[src/rtl/gan_core_sched_if.sv]
// Bus bundle for the GAN core scheduler: two requester ports, the shared-core drive
// and return path, and the response port.
interface gan_core_sched_if #(
    parameter int WIDTH = 32
);
    logic                 req0_valid;
    logic                 req1_valid;
    logic                 req0_ready;
    logic                 req1_ready;
    logic                 req0_choice;
    logic                 req1_choice;
    logic [WIDTH-1:0]     req0_in_1;
    logic [WIDTH-1:0]     req0_in_2;
    logic [WIDTH-1:0]     req1_in_1;
    logic [WIDTH-1:0]     req1_in_2;

    logic                 core_choice;
    logic [WIDTH-1:0]     core_in_1;
    logic [WIDTH-1:0]     core_in_2;
    logic [WIDTH-1:0]     core_out_discriminator;
    logic [9*WIDTH-1:0]   core_pixels;

    logic                 rsp_valid;
    logic                 rsp_ready;
    logic                 rsp_id;
    logic [WIDTH-1:0]     rsp_discriminator;
    logic [9*WIDTH-1:0]   rsp_pixels;

    // Master is the environment (requesters, core, response sink); slave is the scheduler.
    modport master (
        output req0_valid, req1_valid, req0_choice, req1_choice,
        output req0_in_1, req0_in_2, req1_in_1, req1_in_2,
        input  req0_ready, req1_ready,
        input  core_choice, core_in_1, core_in_2,
        output core_out_discriminator, core_pixels,
        input  rsp_valid, rsp_id, rsp_discriminator, rsp_pixels,
        output rsp_ready
    );

    modport slave (
        input  req0_valid, req1_valid, req0_choice, req1_choice,
        input  req0_in_1, req0_in_2, req1_in_1, req1_in_2,
        output req0_ready, req1_ready,
        output core_choice, core_in_1, core_in_2,
        input  core_out_discriminator, core_pixels,
        output rsp_valid, rsp_id, rsp_discriminator, rsp_pixels,
        input  rsp_ready
    );
endinterface

[src/rtl/gan_core_sched.sv]
// Round-robin scheduler sharing one fixed-latency generator/discriminator core
// between two requesters; one operation in flight at a time.
module gan_core_sched #(
    parameter int WIDTH   = 32,
    parameter int LATENCY = 2
) (
    input  logic             clk,
    input  logic             rst,
    gan_core_sched_if.slave  bus
);
    localparam logic [3:0] LAT = 4'(LATENCY);

    typedef enum logic [1:0] {IDLE, WAIT, RESP} state_t;

    state_t               state;
    state_t               state_nxt;
    logic [3:0]           count;
    logic                 last_grant;
    logic                 grant_any;
    logic                 grant_id;

    logic                 core_choice_q;
    logic [WIDTH-1:0]     core_in_1_q;
    logic [WIDTH-1:0]     core_in_2_q;
    logic                 rsp_valid_q;
    logic                 rsp_id_q;
    logic [WIDTH-1:0]     rsp_disc_q;
    logic [9*WIDTH-1:0]   rsp_pixels_q;

    assign bus.core_choice       = core_choice_q;
    assign bus.core_in_1         = core_in_1_q;
    assign bus.core_in_2         = core_in_2_q;
    assign bus.rsp_valid         = rsp_valid_q;
    assign bus.rsp_id            = rsp_id_q;
    assign bus.rsp_discriminator = rsp_disc_q;
    assign bus.rsp_pixels        = rsp_pixels_q;

    // Grants only in IDLE and never while reset is asserted; on contention the
    // requester that did not win last time is favoured.
    always_comb begin
        state_nxt      = state;
        grant_any      = 1'b0;
        grant_id       = 1'b0;
        bus.req0_ready = 1'b0;
        bus.req1_ready = 1'b0;
        case (state)
            IDLE: begin
                if (!rst && (bus.req0_valid || bus.req1_valid)) begin
                    grant_any = 1'b1;
                    if (bus.req0_valid && bus.req1_valid)
                        grant_id = ~last_grant;
                    else
                        grant_id = bus.req1_valid;
                    bus.req0_ready = ~grant_id;
                    bus.req1_ready = grant_id;
                    state_nxt      = WAIT;
                end
            end
            WAIT: begin
                if (count == 4'd1)
                    state_nxt = RESP;
            end
            RESP: begin
                if (bus.rsp_ready)
                    state_nxt = IDLE;
            end
            default: state_nxt = IDLE;
        endcase
    end

    // Core operands are latched at grant and held until the next grant; the core
    // result is sampled on the last WAIT cycle and frozen until the response drains.
    always_ff @(posedge clk) begin
        if (rst) begin
            state         <= IDLE;
            count         <= 4'd0;
            last_grant    <= 1'b1;
            core_choice_q <= 1'b0;
            core_in_1_q   <= '0;
            core_in_2_q   <= '0;
            rsp_valid_q   <= 1'b0;
            rsp_id_q      <= 1'b0;
            rsp_disc_q    <= '0;
            rsp_pixels_q  <= '0;
        end else begin
            state <= state_nxt;
            case (state)
                IDLE: begin
                    if (grant_any) begin
                        core_choice_q <= grant_id ? bus.req1_choice : bus.req0_choice;
                        core_in_1_q   <= grant_id ? bus.req1_in_1   : bus.req0_in_1;
                        core_in_2_q   <= grant_id ? bus.req1_in_2   : bus.req0_in_2;
                        rsp_id_q      <= grant_id;
                        last_grant    <= grant_id;
                        count         <= LAT;
                    end
                end
                WAIT: begin
                    count <= count - 4'd1;
                    if (count == 4'd1) begin
                        rsp_disc_q   <= bus.core_out_discriminator;
                        rsp_pixels_q <= bus.core_pixels;
                        rsp_valid_q  <= 1'b1;
                    end
                end
                RESP: begin
                    if (bus.rsp_ready)
                        rsp_valid_q <= 1'b0;
                end
                default: ;
            endcase
        end
    end
endmodule

[src/flat_wrapper.sv]
// flat-port wrapper written by rule: the top's interface ports become plain ports
module gan_core_sched_flat 
#(
    parameter int WIDTH   = 32,
    parameter int LATENCY = 2
)
  (clk, rst, bus_req0_valid, bus_req1_valid, bus_req0_choice, bus_req1_choice, bus_req0_in_1, bus_req0_in_2, bus_req1_in_1, bus_req1_in_2, bus_req0_ready, bus_req1_ready, bus_core_choice, bus_core_in_1, bus_core_in_2, bus_core_out_discriminator, bus_core_pixels, bus_rsp_valid, bus_rsp_id, bus_rsp_discriminator, bus_rsp_pixels, bus_rsp_ready);
  gan_core_sched_if #(.WIDTH(WIDTH)) bus_i ();
  input  logic clk;
  input  logic rst;
  input wire logic [$bits(bus_i.req0_valid)-1:0] bus_req0_valid;
  input wire logic [$bits(bus_i.req1_valid)-1:0] bus_req1_valid;
  input wire logic [$bits(bus_i.req0_choice)-1:0] bus_req0_choice;
  input wire logic [$bits(bus_i.req1_choice)-1:0] bus_req1_choice;
  input wire logic [$bits(bus_i.req0_in_1)-1:0] bus_req0_in_1;
  input wire logic [$bits(bus_i.req0_in_2)-1:0] bus_req0_in_2;
  input wire logic [$bits(bus_i.req1_in_1)-1:0] bus_req1_in_1;
  input wire logic [$bits(bus_i.req1_in_2)-1:0] bus_req1_in_2;
  output wire logic [$bits(bus_i.req0_ready)-1:0] bus_req0_ready;
  output wire logic [$bits(bus_i.req1_ready)-1:0] bus_req1_ready;
  output wire logic [$bits(bus_i.core_choice)-1:0] bus_core_choice;
  output wire logic [$bits(bus_i.core_in_1)-1:0] bus_core_in_1;
  output wire logic [$bits(bus_i.core_in_2)-1:0] bus_core_in_2;
  input wire logic [$bits(bus_i.core_out_discriminator)-1:0] bus_core_out_discriminator;
  input wire logic [$bits(bus_i.core_pixels)-1:0] bus_core_pixels;
  output wire logic [$bits(bus_i.rsp_valid)-1:0] bus_rsp_valid;
  output wire logic [$bits(bus_i.rsp_id)-1:0] bus_rsp_id;
  output wire logic [$bits(bus_i.rsp_discriminator)-1:0] bus_rsp_discriminator;
  output wire logic [$bits(bus_i.rsp_pixels)-1:0] bus_rsp_pixels;
  input wire logic [$bits(bus_i.rsp_ready)-1:0] bus_rsp_ready;
  assign bus_i.req0_valid = bus_req0_valid;
  assign bus_i.req1_valid = bus_req1_valid;
  assign bus_i.req0_choice = bus_req0_choice;
  assign bus_i.req1_choice = bus_req1_choice;
  assign bus_i.req0_in_1 = bus_req0_in_1;
  assign bus_i.req0_in_2 = bus_req0_in_2;
  assign bus_i.req1_in_1 = bus_req1_in_1;
  assign bus_i.req1_in_2 = bus_req1_in_2;
  assign bus_req0_ready = bus_i.req0_ready;
  assign bus_req1_ready = bus_i.req1_ready;
  assign bus_core_choice = bus_i.core_choice;
  assign bus_core_in_1 = bus_i.core_in_1;
  assign bus_core_in_2 = bus_i.core_in_2;
  assign bus_i.core_out_discriminator = bus_core_out_discriminator;
  assign bus_i.core_pixels = bus_core_pixels;
  assign bus_rsp_valid = bus_i.rsp_valid;
  assign bus_rsp_id = bus_i.rsp_id;
  assign bus_rsp_discriminator = bus_i.rsp_discriminator;
  assign bus_rsp_pixels = bus_i.rsp_pixels;
  assign bus_i.rsp_ready = bus_rsp_ready;
  gan_core_sched #(.WIDTH(WIDTH), .LATENCY(LATENCY)) u_core (.clk(clk), .rst(rst), .bus(bus_i));
endmodule
[config.mk]
export PLATFORM = sky130hd
export DESIGN_NAME = gan_core_sched_flat
export DESIGN_NICKNAME = d
export VERILOG_FILES = /design/src/rtl/gan_core_sched_if.sv /design/src/rtl/gan_core_sched.sv /design/src/flat_wrapper.sv
export SDC_FILE = /design/constraint.sdc
export NUM_CORES = 1
export LEC_CHECK = 0
export CAP_MARGIN = 20
export CORE_AREA = 3 3 330 332
export DETAILED_ROUTE_END_ITERATION = 7
export DIE_AREA = 0 0 333 335
export SLEW_MARGIN = 30
export SYNTH_ARGS = -nofsm -noshare
export SYNTH_HDL_FRONTEND = slang
export SYNTH_SLANG_ARGS = --single-unit
[constraint.sdc]
create_clock -name clk -period 3.1 [get_ports clk]
set_input_delay 0.31 -clock clk [delete_from_list [all_inputs] [get_ports clk]]
set_output_delay 0.31 -clock clk [all_outputs]
set_load 0.03 [all_outputs]
==> summary.txt <==
Synthesis
  – Synth Warn #: 0
  – Most frequent cell after synthesis: dfxtp_1
  – Top cell type's share of synthesized area: 0.510
  – Synthesized area: 15500 um^2
  – Primary FF master, synth: dfxtp_1
  – Syn Nets: 2338
  – Synth top cells by count: 394 x dfxtp_1, 389 x a21oi_1, 322 x nand3_1
  – Sequential share of the synthesized area: 0.510
  – Syn Inst Count: 1881
  – Post-synth EDFFs: 0
  – Area contributors post-synth: dfxtp_1 51%, a21oi_1 13%, nand3_1 10%
  – Synthesis-stage register bit count: 394
  – Yosys top cell by area: dfxtp_1
  – Syn Area/Cell: 8.23 um^2
  – Cell variety after synth: 34
  – Post-synth ARST share: 0

Clocking
  – Clk buf depth: 3
  – Sink Count: 394
  – Clock latency on the worst-skew pair: 0.64 ns
  – Worst-path clk slew: 0.06 ns
  – CTS H-Tree Depth: 2
  – Post-CTS Repair Setup Buffers: 0
  – Root buffer cell: clkbuf_16
  – CTS buffer count: 52
  – CTS tree: yes

Floorplan
  – Die Span Y: 335 um
  – Boundary pin count: 844
  – Die Span X: 333 um
  – Initial Util: 0.145
  – Core Area: 107000 um^2
  – Die area: 112000 um^2
  – Cell row count: 120

STA
  – Final Hold Fails: 0
  – Final setup viols: 0
  – Clk_skew: 0.0246 ns
  – Setup TNS: 0 ns
  – Final Critical Period: 2.63 ns
  – Worst-Margin Slew: 1.10 ns
  – RSZ-0062 raised after global routing: no
  – Crit share post-route: 0.849
  – Setup ws final: 0.468 ns
  – Highest Clock Rate: 380 MHz
  – Final Slew Violations: 0
  – Worst slew margin: 0.267

Setup path
  – Required time of the critical path: 2.79 ns
  – Crit-path max FO: 31
  – Critical path's largest stage delay: 0.46 ns
  – CP arrival: 2.32 ns
  – Kind of critical path: flip-flop to primary output
  – CP bufs+invs: 3
  – CP cell instances: nor3_4 -> buf_4 -> nand3_1 -> inv_1 -> buf_12
  – Setup crit start kind: flip-flop
  – CP Capture Type: primary output
  – Crit. path cell count: 5
  – Crit-path slowest cell: dfxtp_4
  – Delay-heaviest family, CP: buffers and inverters
  – Cells on worst reg2reg path: 7

Cells and area
  – Layout cells sized above 1: 0.0501
  – Area Growth Syn to Fin: 73.5%
  – NumNets Final: 3049

GRT
  – Pin count of the biggest net entering global routing: 225
  – Gr ovfl total: 0
  – Initial antenna violation count: 30
  – GRT Total Usage: 0.148
  – First-pass GRT wire length: 122 mm
  – Vias in the first global route: 16800

Placement
  – Quantity of I/O buffers inserted on ports: 843
  – Post-DP HPWL: 63.2 mm
  – Final Wtd Congestion: 0.793
  – Dpl ws: 0.878 ns

Drt
  – WL met3: 8.56 mm
  – Routed WL: 87.3 mm
  – First-pass DRT Iterations: 6
  – DRC Markers: 0
  – Max layer used: met5
  – DR iter-0 viols: 856
  – Detail Route Antenna Nets: 0
  – Met2 wire length: 39.8 mm
  – DR WL/cell: 21.6 um
  – Vias: 17300
  – Wl on met1: 35.7 mm
  – Drt via density: 4.28

Outcome
  – Outcome: completed

Power and ir drop
  – PwrDens: 528 nW/um^2
  – Peak supply drop: 0.000314 V
  – Leakage: 8.63 nW

Run
  – Max Cap Viol: 0

Min path
  – Type of the worst min-delay path: input pin to flip-flop
  – WHS Path Cells: 3
[metrics by stage]
stage / utilization / std cells / instance area [um^2] / hold WS, ns / power [mW]
after global routing: 0.252 / 4038 / 26800 / 0.197 / 14.8
after floorplan: - / 1881 / 15500 / 0.458 / 6.69
final: 0.252 / 4047 / 26900 / 0.239 / 14.2
after global placement: 0.235 / 3939 / 25100 / 0.446 / 8.05
after CTS: 0.251 / 4036 / 26800 / 0.172 / 14.5
after detailed placement: 0.235 / 3939 / 25100 / 0.467 / 8.07
[routing by layer]
| metal | GRT usage | vias to the layer above |
|---|---|---|
| met5 | 0 | - |
| met4 | 0.0563 | 20 |
| met3 | 0.0599 | 134 |
| met2 | 0.235 | 711 |
| met1 | 0.178 | 8252 |
| li1 | - | 8197 |
[final cells by class]
type / count / area, um^2
Sequential cell: 394 / 7890
Clock buffer: 74 / 1480
Timing Repair Buffer: 880 / 8930
Tap cell: 1403 / 1760
Antenna cell: 10 / 25.0
Clock inverter: 22 / 260
Inverter: 4 / 22.5
Fill cell: 11600 / 79700
Multi-Input combinational cell: 1260 / 6490
[kinds of logic after synthesis]
logic type / after synthesis / synth area share
buf+inv: 227 / 0.0733
compound gates: 782 / 0.270
flops: 394 / 0.510
simple gates: 475 / 0.145
fa+ha+maj: 2 / 0.00162
xor+xnor: 1 / 0.000566
[tightest hold or removal path: cells and delay by family]
family / cells / cell delay, ns
buf+inv: 1 / 0.40
simple gates: 1 / 0.08
compound gates: 1 / 0.05
[registers in the layout, indices dropped and copies added (netlist names)]
signal	count
u_core.state	2
u_core.last_grant	1
u_core.count	4
u_core.bus.rsp_discriminator	32
u_core.bus.rsp_id	1
u_core.bus.core_choice	1
u_core.bus.rsp_valid	1
u_core.bus.core_in_1	32
u_core.bus.core_in_2	32
u_core.bus.rsp_pixels	288
[final timing paths]
check / startpoint / slack, ns / endpoint
max: u_core.state[1] / 0.47 / bus_req1_ready
max reg2reg: u_core.count[1] / 0.91 / u_core.bus.rsp_pixels[261]
min reg2reg: u_core.bus.rsp_valid / 0.47 / u_core.bus.rsp_valid
min: bus_core_pixels[99] / 0.24 / u_core.bus.rsp_pixels[99]
[layout by cell type (no fill, tap or decap), types with 9 or more instances in the layout]
cell | synthesis | final
o21ai_1 | 57 | 57
buf_12 | 0 | 15
clkbuf_1 | 142 | 12
clkbuf_16 | 0 | 52
dfxtp_1 | 394 | 393
diode_2 | 0 | 10
clkinv_2 | 0 | 9
nand3_1 | 322 | 322
a21oi_1 | 389 | 389
clkdlybuf4s50_1 | 0 | 840
clkbuf_8 | 0 | 10
buf_4 | 20 | 22
o21ai_0 | 265 | 265
nand2_1 | 134 | 134
a311oi_1 | 65 | 65
[report_power, final]
group / internal (mW) / switching [mW]
Sequential: 5.30 / 0.132
Combinational: 1.14 / 1.37
Clock: 3.68 / 2.56
[repair_timing]
item	in CTS	in global routing
resized for setup	0	0
hold endpoints to repair	28	0
hold buffers	1	0
Power figures use the tool's default switching activity.
